$ cat src/rtl/tri_centroid.sv
// Collects three solver vertices per frame, sums them and divides by 3
// with a shared restoring divider, presenting the centroid on valid/ready.
module tri_centroid #(
  parameter int N = 8
) (
  input  logic                clk,
  input  logic                rst,
  input  logic                clear,
  input  logic                vtx_valid,
  output logic                vtx_ready,
  input  logic signed [N+1:0] xT,
  input  logic signed [N+1:0] yT,
  output logic                out_valid,
  input  logic                out_ready,
  output logic signed [N+1:0] xC,
  output logic signed [N+1:0] yC,
  output logic                busy
);

  localparam int VW = N + 2;
  localparam int AW = N + 4;
  localparam int MW = N + 3;
  localparam int SW = $clog2(N + 4);

  localparam logic [1:0] S_COLLECT = 2'd0;
  localparam logic [1:0] S_DIV     = 2'd1;
  localparam logic [1:0] S_DONE    = 2'd2;

  localparam logic [SW-1:0] LAST = SW'(N + 3);

  logic [1:0]          r_state;
  logic [1:0]          r_cnt;
  logic signed [AW-1:0] r_accx;
  logic signed [AW-1:0] r_accy;
  logic [MW-1:0]       r_qx;
  logic [MW-1:0]       r_qy;
  logic [1:0]          r_rx;
  logic [1:0]          r_ry;
  logic                r_sx;
  logic                r_sy;
  logic [SW-1:0]       r_step;
  logic [VW-1:0]       r_xc;
  logic [VW-1:0]       r_yc;
  logic                r_ov;

  logic                w_hs;
  logic signed [AW-1:0] w_sumx;
  logic signed [AW-1:0] w_sumy;
  logic [MW+1:0]       w_stx;
  logic [MW+1:0]       w_sty;

  function automatic logic [MW-1:0] f_mag(
    input logic signed [AW-1:0] a
  );
    return MW'(a[AW-1] ? -a : a);
  endfunction

  // One restoring step: remainder stays below 3, so 2 bits suffice.
  function automatic logic [MW+1:0] f_step(
    input logic [1:0]    r,
    input logic [MW-1:0] q
  );
    logic [2:0] t;
    logic       ge;
    t  = {r, q[MW-1]};
    ge = (t >= 3'd3);
    return {ge ? 2'(t - 3'd3) : t[1:0],
            q[MW-2:0], ge};
  endfunction

  function automatic logic [VW-1:0] f_res(
    input logic          s,
    input logic [MW-1:0] q
  );
    return VW'(s ? -q : q);
  endfunction

  assign vtx_ready = (r_state == S_COLLECT) & ~rst;
  assign busy      = (r_state == S_DIV);
  assign out_valid = r_ov;
  assign xC        = r_xc;
  assign yC        = r_yc;

  assign w_hs   = vtx_valid & vtx_ready;
  assign w_sumx = r_accx + {{2{xT[N+1]}}, xT};
  assign w_sumy = r_accy + {{2{yT[N+1]}}, yT};
  assign w_stx  = f_step(r_rx, r_qx);
  assign w_sty  = f_step(r_ry, r_qy);

  always_ff @(posedge clk or posedge rst) begin
    if (rst) begin
      r_state <= S_COLLECT;
      r_cnt   <= '0;
      r_accx  <= '0;
      r_accy  <= '0;
      r_qx    <= '0;
      r_qy    <= '0;
      r_rx    <= '0;
      r_ry    <= '0;
      r_sx    <= 1'b0;
      r_sy    <= 1'b0;
      r_step  <= '0;
      r_xc    <= '0;
      r_yc    <= '0;
      r_ov    <= 1'b0;
    end else if (clear) begin
      r_state <= S_COLLECT;
      r_cnt   <= '0;
      r_accx  <= '0;
      r_accy  <= '0;
      r_step  <= '0;
      r_ov    <= 1'b0;
    end else begin
      case (r_state)
        S_COLLECT: begin
          if (w_hs) begin
            r_accx <= w_sumx;
            r_accy <= w_sumy;
            if (r_cnt == 2'd2) begin
              r_cnt   <= '0;
              r_step  <= '0;
              r_state <= S_DIV;
            end else begin
              r_cnt <= r_cnt + 2'd1;
            end
          end
        end
        S_DIV: begin
          // Step 0 loads magnitudes; steps 1..N+3 each retire a bit.
          if (r_step == '0) begin
            r_qx   <= f_mag(r_accx);
            r_qy   <= f_mag(r_accy);
            r_rx   <= '0;
            r_ry   <= '0;
            r_sx   <= r_accx[AW-1];
            r_sy   <= r_accy[AW-1];
            r_step <= SW'(1);
          end else begin
            {r_rx, r_qx} <= w_stx;
            {r_ry, r_qy} <= w_sty;
            if (r_step == LAST) begin
              r_xc    <= f_res(r_sx, w_stx[MW-1:0]);
              r_yc    <= f_res(r_sy, w_sty[MW-1:0]);
              r_ov    <= 1'b1;
              r_state <= S_DONE;
            end else begin
              r_step <= r_step + SW'(1);
            end
          end
        end
        S_DONE: begin
          if (out_ready) begin
            r_ov    <= 1'b0;
            r_accx  <= '0;
            r_accy  <= '0;
            r_state <= S_COLLECT;
          end
        end
        default: r_state <= S_COLLECT;
      endcase
    end
  end

endmodule

$ cat config.mk
export PLATFORM = sky130hd
export DESIGN_NAME = tri_centroid
export DESIGN_NICKNAME = d
export VERILOG_FILES = /design/src/rtl/tri_centroid.sv
export SDC_FILE = /design/constraint.sdc
export NUM_CORES = 1
export LEC_CHECK = 0
export BUFFER_PORTS_ARGS = -buffer_cell sky130_fd_sc_hd__buf_4
export CELL_PAD_IN_SITES_DETAIL_PLACEMENT = 1
export CELL_PAD_IN_SITES_GLOBAL_PLACEMENT = 2
export CORE_UTILIZATION = 37
export CTS_CLUSTER_SIZE = 16
export DETAILED_ROUTE_END_ITERATION = 10
export HOLD_SLACK_MARGIN = 0.05
export PLACE_DENSITY = 0.91
export RECOVER_POWER = 50
export SYNTH_ARGS = -nofsm -noshare
export SYNTH_HDL_FRONTEND = slang
export SYNTH_SLANG_ARGS = --single-unit
$ cat constraint.sdc
create_clock -name clk -period 2.9 [get_ports clk]
set_input_delay 0.29 -clock clk [delete_from_list [all_inputs] [get_ports clk]]
set_output_delay 0.29 -clock clk [all_outputs]
set_load 0.02 [all_outputs]
; Yosys cells after proc, flatten, opt, wreduce, memory -nomap -nowiden
; Index checks and enable logic that the tools add are counted.
[word_totals]
in_bits = 25
elab_cells = 95
register_bits = 81
output_inout_bits = 23
[classes]
eq_ne = 10
reduce_logical = 15
bitwise_logic = 5
n_addsub = 10
n_mux = 39
magnitude_cmp = 2
[op_table]
columns = cell, n
row1 = 12-bit 2-to-1 mux, 5
row2 = 12-bit case mux with 2 select lines, 2
row3 = 11-bit 2-to-1 mux, 4
row4 = 2-bit 2-to-1 mux, 14
row5 = 12-bit adder, 2
row6 = 11-bit negation, 2
row7 = 10-bit 2-to-1 mux, 2
row8 = 4-bit 2-to-1 mux, 5
row9 = 10-bit negation, 2
row10 = 4-bit AND reduction, 3
row11 = 3-bit != test (second input constant), 3
row12 = 3-bit nonzero test, 3
row13 = 4-bit case mux with 2 select lines, 1
row14 = 3-bit by 2-bit >= comparator with 1-bit output (second input constant), 2
row15 = 3-bit by 2-bit != test with 1-bit output (second input constant), 2
row16 = 2-bit case mux with 3 select lines, 1
row17 = 3-bit AND reduction, 2
row18 = 5-bit AND reduction, 1
row19 = 4-bit by 1-bit adder with 4-bit output (second input constant), 1
row20 = 2-bit == test (second input constant), 2
row21 = 4-bit == test (second input constant), 1
row22 = 4-bit zero test, 1
row23 = 1-bit 2-to-1 mux, 4
row24 = 4-bit != test (second input constant), 1
row25 = 9 further kinds, 15

; Depth between registers and ports, before layout
; Gate-level depths: netlist of run 1.
[depth]
word_depth = 6
ltp_mapped = 8
mapped_depth_nobuf = 8

; Worst setup path after synthesis of run 1
; No wires, ideal clock.
[synth_timing]
path_kind = flip-flop to flip-flop
startpoint = register r_accx[0]
endpoint = register r_accx[10]
setup_slack_ps = 776
arrival_time_ps = 1997
stages_incl_launch_ff = 9
synth_period_minus_slack_ps = 2124
path_buffers = 0
required_ps = 2773
cell_sequence = dfrtp_1 ha_1 fa_1 a211o_1 a21oi_1 o21ai_0 a31oi_1 xor2_1 o21ai_0
[synth_between]
elab_chain_len = 4
[synth_rtl]
columns = element, line
row1 = from (decl), 33  ; logic signed [AW-1:0] r_accx;
row2 = from (signal assigned), 117  ; r_accx <= w_sumx;
row3 = 12-bit adder, 85  ; assign w_sumx = r_accx + {{2{xT[N+1]}}, xT};
row4 = 12-bit 2-to-1 mux, 116  ; if (w_hs) begin
row5 = 12-bit case mux with 2 select lines, 114  ; case (r_state)
row6 = 12-bit 2-to-1 mux, 106  ; end else if (clear) begin
; No other way between the ends. The select of a mux whose other input is x is not followed.
; A chain may end at the register's enable or synchronous reset.

; Worst setup path in the final report of run 1
; Same ends and word-level chain as after synthesis.

==> results.json, run 1 <==
{
  "grt-ovfl-total": 0,
  "synth.avg_cell_area_um2": 8.69,
  "portBuffers": 47,
  "die_y_um": 119,
  "grt_pass1_vias": 4588,
  "synth_fa_ha_area_frac": 0.0817,
  "relSlewSlack": 0.0683,
  "postPlaceCellArea_um2": 5630,
  "p_int_mw": 2.22,
  "outcome": "finished, final reports clean",
  "period_share": 0.821,
  "yosysUniqueCellTypes": 49,
  "place.gp.congestion": 0.850,
  "avgRoutedWirePerCell_um": 16.1,
  "synth_mux_area_frac": 0.0145,
  "max-cap-violations": 0,
  "yosysWarningCount": 0,
  "antenna_found_initial": 0,
  "synth_xor_area_frac": 0.0844,
  "final_layout_size_suffix_gt1_frac": 0.107,
  "place_inst": 790,
  "drc_errors": 0,
  "syn_area_um2": 5080,
  "dpl_worst_slack_ns": 0.541,
  "switching_power_mw": 1.07,
  "pwr-share-seq": 0.412,
  "cp-start-kind": "register",
  "initialDrtViolationCount": 156,
  "firstDrtPassIters": 4,
  "synth_area_leader_cell": "dfrtp_1",
  "max_clock_freq_ghz": 0.420,
  "path_class": "reg2reg",
  "syn_nets": 642,
  "yosysTopAreaCellShare": 0.399,
  "power_mw": 3.30,
  "routed_wl_um": 12900,
  "synthArstFlopShare": 1.00,
  "fin_cells": 805,
  "htreeDepth": 3,
  "slowest_delay_ns": 0.48,
  "critPathSlowestCell": "dfrtp_1",
  "synth-simple-area-share": 0.172,
  "cts_repair_resize_count": 0,
  "cts_setup_buffers": 0,
  "cp_num_buf_inv": 0,
  "cp.required_ns": 3.08,
  "path_cells": "ha_1 > fa_1 > a211o_1 > a21oi_1 > o21ai_0 > a31oi_1 > xor2_1 > o21ai_0",
  "fin_skew_ns": 0.00628,
  "power_frac_comb": 0.254,
  "clock_sinks": 81,
  "via_count": 4414,
  "track_usage": 0.197,
  "clk_pin_slew_ns": 0.06,
  "path_common_cell": "o21ai_0",
  "rsz0062_at_grt": "no",
  "tritoncts": "done",
  "synth_top_family_by_area": "compound AO/OA/AOI/OAI gates",
  "synth_seq_area_share": 0.399,
  "num_rows": 42,
  "power.density_nw_per_um2": 563,
  "die_area_um2": 14200,
  "endpoint_kind": "register",
  "initial_core_util": 0.381,
  "cts_max_path_buffers": 2,
  "ctsRootBufferMaster": "clkbuf_16",
  "tightest_slew_ns": 1.40,
  "drt-vias-per-instance": 5.48,
  "cts-hold-fix-buffers": 0,
  "ys_top_cells_by_area": "dfrtp_1, ha_1, xor2_1, o21ai_0, a21oi_1",
  "worstSkewPairLatency_ns": 0.34,
  "whs_ns": 0.220,
  "hold_path_class": "in2reg",
  "grt_pass1_wl_um": 22400,
  "period_needed_ns": 2.38,
  "sw_frac_of_total": 0.326,
  "numCtsBuffers": 9,
  "critPathMaxFanout": 7,
  "grt_max_degree": 56,
  "ioPinCount": 48,
  "cp_top_family": "compound AO/OA/AOI/OAI gates",
  "ir_drop_uv": 255,
  "area_growth_pct": 15.1,
  "synth_compound_area_frac": 0.218,
  "coreArea_um2": 13300,
  "synth-edff-count": 0,
  "p_leak_nw": 2.61,
  "die_width_um": 119,
  "cp.arrival_ns": 2.56,
  "hold_viol": 0,
  "synth_flop_cell": "dfrtp_1",
  "finalSetupTns_ns": 0,
  "clkPwrFrac": 0.334,
  "finalSetupViolations": 0,
  "ys_ff_latch": 81,
  "layout.nets": 682,
  "synthCells": 585,
  "final_util": 0.438,
  "stdcell_area_um2": 5850,
  "antenna_cells": 0,
  "slew_viol_final": 0,
  "hpwl_um": 9660,
  "setup_slack_ns": 0.520,
  "ant_nets": 0
}
metal layers:
metal | share of wire | GRT usage | vias up
li1 | - | - | 2165
met1 | 0.49 | 0.265 | 2149
met2 | 0.46 | 0.318 | 86
met3 | 0.032 | 0.0254 | 14
met4 | 0.016 | 0.0815 | 0
met5 | 0 | 0 | -
final cells by class:
cell class / count / area, um2
Fill cell: 1600 / 7500
Sequential cell: 81 / 2030
Timing Repair Buffer: 54 / 358
Inverter: 16 / 60.1
Multi-Input combinational cell: 463 / 2900
Clock inverter: 3 / 15.0
Tap cell: 176 / 220
Clock buffer: 12 / 267
registers in the layout, summed over array words and instances, names as in the netlist, 4 cells and up:
register / flops
r_accy: 12
yC: 10
r_qx: 11
r_accx: 12
r_qy: 11
xC: 10
r_step: 4
synth_stat cells (3+ instances only):
cell type  count
a21o_1         6
o31ai_1       12
xor2_1        34
a22o_1         5
dfrtp_1       81
nor3_1        13
o41ai_1        5
a211oi_1       3
o21ai_0       57
ha_1          30
nand2_1       68
or4_1          5
nor4_1         3
a21oi_1       53
clkbuf_1      22
nor2b_1        8
o21a_1         3
nor3b_1        3
o211ai_1       5
nand3_1        6
nand3b_1       3
xnor2_1       15
mux2i_1        4
or3_1         10
mux2_2         3
a22oi_1        8
inv_1         16
o21ai_1       16
nor2_1        62
final timing paths:
check	startpoint	end	slack [ns]	cells after the start
worst max-delay path	r_accx[0]$_DFFE_PP0P_	r_accx[10]$_DFFE_PP0P_	0.52	8
worst min-delay path	clear	out_valid$_DFFE_PP0P_	0.22	2
worst max register to register	r_accx[0]$_DFFE_PP0P_	r_accx[10]$_DFFE_PP0P_	0.52	8
worst min register to register	yC[0]$_DFFE_PP0P_	yC[0]$_DFFE_PP0P_	0.52	2
max in group asynchronous	rst	yC[5]$_DFFE_PP0P_	0.72	3
min in group asynchronous	rst	out_valid$_DFFE_PP0P_	0.23	2
power by group through the flow:
| stage | registers [mW] | logic, mW | clock network (mW) |
|---|---|---|---|
| global route | 1.38 | 0.957 | 1.17 |
| finish | 1.36 | 0.838 | 1.10 |
| floorplan | 1.33 | 0.645 | 0 |
| detailed placement | 1.38 | 0.852 | 0 |
| global placement | 1.37 | 0.819 | 0 |
| CTS | 1.36 | 0.859 | 1.13 |
cells by family (layout without fill, tap and decap cells):
logic type                 Yosys count  in the layout
and+or+nand+nor                    191            191
DFF                                 81             81
AOI/OAI and AO/OA                  184            184
xor gates and xnor gates            49             49
buffers and inverters               41             85
muxes                                7              7
adders and majority gates           32             32
layout by cell type (no fill, tap or decap), types with 6 or more instances in the layout:
cell type | Yosys | final
a21o_1 | 6 | 6
a21oi_1 | 53 | 53
a22oi_1 | 8 | 8
buf_4 | 0 | 41
clkbuf_1 | 22 | 12
clkbuf_16 | 0 | 9
dfrtp_1 | 81 | 81
ha_1 | 30 | 30
inv_1 | 16 | 16
nand2_1 | 68 | 68
nand3_1 | 6 | 6
nor2_1 | 62 | 61
nor2b_1 | 8 | 8
nor3_1 | 13 | 13
o21ai_0 | 57 | 57
o21ai_1 | 16 | 16
o31ai_1 | 12 | 12
or3_1 | 10 | 10
xnor2_1 | 15 | 15
xor2_1 | 34 | 34
(Power assumes the default switching activity.)
==> run 2: changes to the inputs <==
Clock period 2.9 ns to 2.2 ns, I/O delays scaled along.
==> run 2 against run 1 <==
Net effect:
- combinational power grew 47%
- global-route usage up 0.66 points
- non-clock buffer count rose by 21
- routed wire length rose by 3.3%
- hold slack worse by 0.079 ns
- clock-buffer cell count shrank 1
- cell count up 2.7%
- design area rose by 3.4%
- sequential power up 29%
- register-to-register slack lost 0.42 ns
- first-iteration DRC count rose by 5.1%
- power increased by 37%
==> results.json, run 2 (synthesis results as in run 1) <==
{
  "layout_common_cells": "dfrtp_1, nand2_1, nor2_1",
  "period_needed_ns": 2.10,
  "die_area_um2": 14200,
  "grt_max_degree": 44,
  "tightest_slew_ns": 1.10,
  "hpwl_um": 9960,
  "ir_drop_uv": 416,
  "slowest_delay_ns": 0.41,
  "nFillCells": 1582,
  "antenna_found_initial": 0,
  "clk_pin_slew_ns": 0.06,
  "fin_skew_ns": 0.00398,
  "grt_pass1_wl_um": 22900,
  "period_share": 0.955,
  "rsz0062_at_grt": "yes",
  "r2r_cells": 8,
  "max_clock_freq_ghz": 0.476,
  "area_growth_pct": 18.9,
  "final_common_cell": "dfrtp_1",
  "track_usage": 0.203,
  "p_leak_nw": 2.67,
  "hold_viol": 0,
  "firstDrtPassIters": 4,
  "portBuffers": 47,
  "tritoncts": "done",
  "grt_pass1_vias": 4564,
  "cp-endpoint": "xC[8]$_DFFE_PP0P_",
  "htreeDepth": 3,
  "finalSetupViolations": 0,
  "path_class": "reg2reg",
  "cts_setup_buffers": 0,
  "numCtsBuffers": 9,
  "initialDrtViolationCount": 164,
  "routed_wl_um": 13400,
  "endpoint_kind": "register",
  "slew_viol_final": 0,
  "layout.nets": 703,
  "initial_core_util": 0.381,
  "critPathSlowestCell": "dfrtp_1",
  "largestRegisters": "r_accx x12, r_accy x12",
  "r2r_end": "xC[8]$_DFFE_PP0P_",
  "max-cap-violations": 0,
  "grt-ovfl-total": 0,
  "cp.arrival_ns": 2.32,
  "num_rows": 42,
  "hold_path_class": "in2reg",
  "rr_startpoint": "r_rx[0]$_DFFE_PP0P_",
  "critPathMaxFanout": 4,
  "drc_errors": 0,
  "clock_sinks": 81,
  "final_layout_size_suffix_gt1_frac": 0.135,
  "setup_slack_ns": 0.0984,
  "place.gp.congestion": 0.830,
  "ctsRootBufferMaster": "clkbuf_16",
  "die_y_um": 119,
  "cts_max_path_buffers": 2,
  "via_count": 4452,
  "crit_start": "r_rx[0]$_DFFE_PP0P_",
  "worstSkewPairLatency_ns": 0.35,
  "antenna_cells": 0,
  "dpl_worst_slack_ns": -0.0347,
  "ant_nets": 0,
  "outcome": "finished, final reports clean",
  "drt-vias-per-instance": 5.38,
  "cp-start-kind": "register",
  "relSlewSlack": 0.260,
  "die_width_um": 119,
  "cp.required_ns": 2.42,
  "path_cells": "ha_1 > a211oi_2 > ha_2 > nand2_1 > or3_1 > o31ai_2 > xor2_1 > a21oi_1",
  "power.density_nw_per_um2": 747,
  "whs_ns": 0.140,
  "coreArea_um2": 13300,
  "r2r_slack_ns": 0.1,
  "ioPinCount": 48,
  "avgRoutedWirePerCell_um": 16.2
}
-- run 2: changes by cell type in the layout (fill, tap and decap cells not counted), moves of 2 or more --
| cell | previous run | this run |
|---|---|---|
| clkbuf_8 | 3 | 1 |
| clkbuf_1 | 12 | 23 |
| clkinvlp_4 | 0 | 2 |
| buf_4 | 41 | 49 |
| ha_1 | 30 | 28 |
| nor4_1 | 3 | 1 |
| a211oi_1 | 3 | 1 |
| a211oi_2 | 1 | 3 |
| o31ai_2 | 0 | 2 |
| o31ai_1 | 12 | 10 |
| nor4_2 | 0 | 2 |
| ha_2 | 0 | 2 |
-- run 2: metrics by stage --
step	setup TNS, ns	std cells	power [mW]	cell area (um2)	utilization
floorplan	0	585	2.60	5090	-
CTS	0	827	4.58	6110	0.458
detailed placement	-0.0347	810	3.01	5800	0.434
global placement	0	810	2.94	5800	0.434
finish	0	827	4.52	6050	0.453
global route	-0.0985	827	4.79	6050	0.453
-- run 2: timing repair --
action	in CTS	in global routing
endpoints found under the setup margin	1	7
resized for setup	1	10
pin swaps	0	6
hold buffers	1	0
endpoints found under the hold margin	21	0
-- run 2: routing by layer --
layer / GRT usage / part of all wire
met5: 0 / 0
met4: 0.0657 / 0.013
met3: 0.0340 / 0.029
met2: 0.324 / 0.46
met1: 0.280 / 0.49
-- run 2: how the worst min path moves through the flow --
stage / startpoint / to / slack [ns] / depth (start not counted)
global route: clear / r_cnt[1]$_DFFE_PP0P_ / 0.15 / 2
detailed placement: rst / out_valid$_DFFE_PP0P_ / 0.33 / 2
CTS: clear / r_cnt[1]$_DFFE_PP0P_ / 0.13 / 2
global placement: rst / r_state[1]$_DFFE_PP0P_ / 0.32 / 2
floorplan: out_ready / r_state[1]$_DFFE_PP0P_ / 0.44 / 3
finish: clear / out_valid$_DFFE_PP0P_ / 0.14 / 2
-- run 2: worst max-delay path: cells and delay by family, from the launching register on --
family | cells | cell delay [ns]
and+or+nand+nor | 2 | 0.40
AOI/OAI and AO/OA | 3 | 0.53
xor gates and xnor gates | 1 | 0.17
DFF | 1 | 0.41
adders and majority gates | 2 | 0.46
-- run 2: area by class of cell --
class                   count  area [um2]  area share
well taps                 176         220      0.0364
multi-input cells         463        2950       0.487
repair buffers             75         493      0.0815
clock buffers              11         243      0.0401
clock inverters             5        55.1     0.00910
inverters                  16        61.3      0.0101
flip-flops and latches     81        2030       0.335
-- run 2: power by group --
group / internal, mW / total [mW] / switching, mW
Sequential: 1.60 / 1.75 / 0.156
Clock: 0.906 / 1.53 / 0.627
Combinational: 0.542 / 1.23 / 0.688
Total: 3.05 / 4.52 / 1.47
==> run 3: changes to the inputs <==
Settings changed: HOLD_SLACK_MARGIN 0.05 to 0.12, SETUP_SLACK_MARGIN from default to 0.3.
==> run 3 against run 2 <==
Net effect:
- fmax decreased by 1.4%
- power increased by 7.3%
- combinational power increased by 24%
- cell count increased by 4.0%
- largest cell class unchanged
- highest routed layer unchanged
==> results.json, run 3 (synthesis results as in run 1) <==
{
  "dpl_worst_slack_ns": 0.0518,
  "portBuffers": 47,
  "power_mw": 4.85,
  "nFillCells": 1553,
  "die_area_um2": 14200,
  "ctsRootBufferMaster": "clkbuf_16",
  "firstDrtPassIters": 4,
  "outcome": "finished, final reports clean",
  "p_int_mw": 3.23,
  "rsz0062_at_grt": "yes",
  "crit_start": "r_accy[0]$_DFFE_PP0P_",
  "period_needed_ns": 2.13,
  "num_rows": 42,
  "antenna_found_initial": 0,
  "switching_power_mw": 1.62,
  "final_layout_size_suffix_gt1_frac": 0.279,
  "slowest_delay_ns": 0.42,
  "coreArea_um2": 13300,
  "track_usage": 0.214,
  "slew_viol_final": 0,
  "fin_cells": 860,
  "initialDrtViolationCount": 234,
  "initial_core_util": 0.381,
  "drc_errors": 0,
  "endpoint_kind": "register",
  "area_growth_pct": 33.7,
  "clkPwrFrac": 0.316,
  "finalSetupViolations": 0,
  "cp_top_family": "compound AO/OA/AOI/OAI gates",
  "period_share": 0.969,
  "cp-start-kind": "register",
  "antenna_cells": 0,
  "power_frac_comb": 0.313,
  "sw_frac_of_total": 0.334,
  "avgRoutedWirePerCell_um": 18.5,
  "clk_pin_slew_ns": 0.06,
  "cp.required_ns": 2.43,
  "hold_path_class": "in2reg",
  "grt_max_degree": 41,
  "path_class": "reg2reg",
  "rr_startpoint": "r_accy[0]$_DFFE_PP0P_",
  "clock_sinks": 81,
  "seqCellArea_um2": 2050,
  "max_clock_freq_ghz": 0.469,
  "largestRegisters": "r_accx x12, r_accy x12",
  "tightest_slew_ns": 0.958,
  "cp.arrival_ns": 2.36,
  "grt-ovfl-total": 0,
  "path_cells": "ha_4 > fa_2 > a211oi_2 > o21a_1 > o21ai_0 > a31oi_1 > xor2_1 > o21ai_1",
  "cp_num_buf_inv": 0,
  "drt-vias-per-instance": 5.51,
  "cts_max_path_buffers": 2,
  "hpwl_um": 10100,
  "numCtsBuffers": 9,
  "layout.nets": 736,
  "max-cap-violations": 0,
  "p_leak_nw": 2.87,
  "place.gp.congestion": 0.891,
  "postPlaceCellArea_um2": 5820,
  "via_count": 4742,
  "tritoncts": "done",
  "place_inst": 807,
  "die_width_um": 119,
  "grt_pass1_wl_um": 24100,
  "power.density_nw_per_um2": 713,
  "multiInputGateArea_um2": 3360,
  "stdcell_area_um2": 6800,
  "min_from": "clear",
  "ant_nets": 0,
  "critPathMaxFanout": 3,
  "critPathSlowestCell": "dfrtp_1",
  "htreeDepth": 3,
  "ioPinCount": 48,
  "pwr-share-seq": 0.371,
  "die_y_um": 119,
  "relSlewSlack": 0.358,
  "hold_viol": 0,
  "whs_ns": 0.172,
  "worstSkewPairLatency_ns": 0.34,
  "layout_common_cells": "buf_4, dfrtp_1, nand2_1",
  "final_common_cell": "buf_4",
  "setup_slack_ns": 0.0686,
  "routed_wl_um": 15900,
  "grt_pass1_vias": 4807,
  "ir_drop_uv": 332,
  "fin_skew_ns": 0.00765
}
==> run 3: path summary, 6_finish.rpt <==
kind / depth (start not counted) / slack, ns / to
worst max-delay path: 8 / 0.07 / r_accy[10]$_DFFE_PP0P_
worst min-delay path: 2 / 0.17 / out_valid$_DFFE_PP0P_
worst max register to register: 8 / 0.07 / r_accy[10]$_DFFE_PP0P_
worst min register to register: 2 / 0.52 / r_qx[10]$_DFFE_PP0P_
max in group asynchronous: 4 / 0.32 / r_qy[2]$_DFFE_PP0P_
min in group asynchronous: 3 / 0.68 / r_step[3]$_DFFE_PP0P_
==> run 3: what timing repair did <==
item / in CTS / in global routing
gates resized for setup: 42 / 63
pin swaps: 16 / 28
endpoints found under the setup margin: 29 / 40
hold buffers: 1 / 0
cloned: 1 / 1
setup buffers: 17 / 17
hold endpoints to repair: 17 / 0
==> run 3: final cells by class <==
class | instances | area share
clock buffers | 12 | 0.0362
clock inverters | 4 | 0.00773
inverters | 16 | 0.00902
multi-input cells | 463 | 0.494
flip-flops and latches | 81 | 0.301
well taps | 176 | 0.0324
repair buffers | 108 | 0.120
==> run 3: per-stage QoR <==
step,setup TNS (ns),utilization
3_5_place_dp,0,0.436
4_1_cts,0,0.487
6_report,0,0.509
5_1_grt,-0.0625,0.509
2_1_floorplan,0,-
3_3_place_gp,0,0.436
==> run 3: metal layers <==
layer  GRT usage  part of all wire  up-vias  routed length [um]
li1            -                 -     2271                   -
met1       0.273              0.44     2361                7020
met2       0.368              0.52       89                8210
met4      0.0585             0.014        0                 221
met3      0.0388             0.031       21                 493
met5           0                 0        -                   0
==> run 3: power by group through the flow <==
| stage | logic (mW) | registers [mW] | clock network (mW) |
|---|---|---|---|
| 6_report | 1.52 | 1.80 | 1.53 |
| 5_1_grt | 1.66 | 1.81 | 1.63 |
| 4_1_cts | 1.34 | 1.77 | 1.56 |
| 3_5_place_dp | 1.21 | 1.79 | 0 |
| 3_3_place_gp | 1.15 | 1.78 | 0 |
| 2_1_floorplan | 0.861 | 1.75 | 0 |
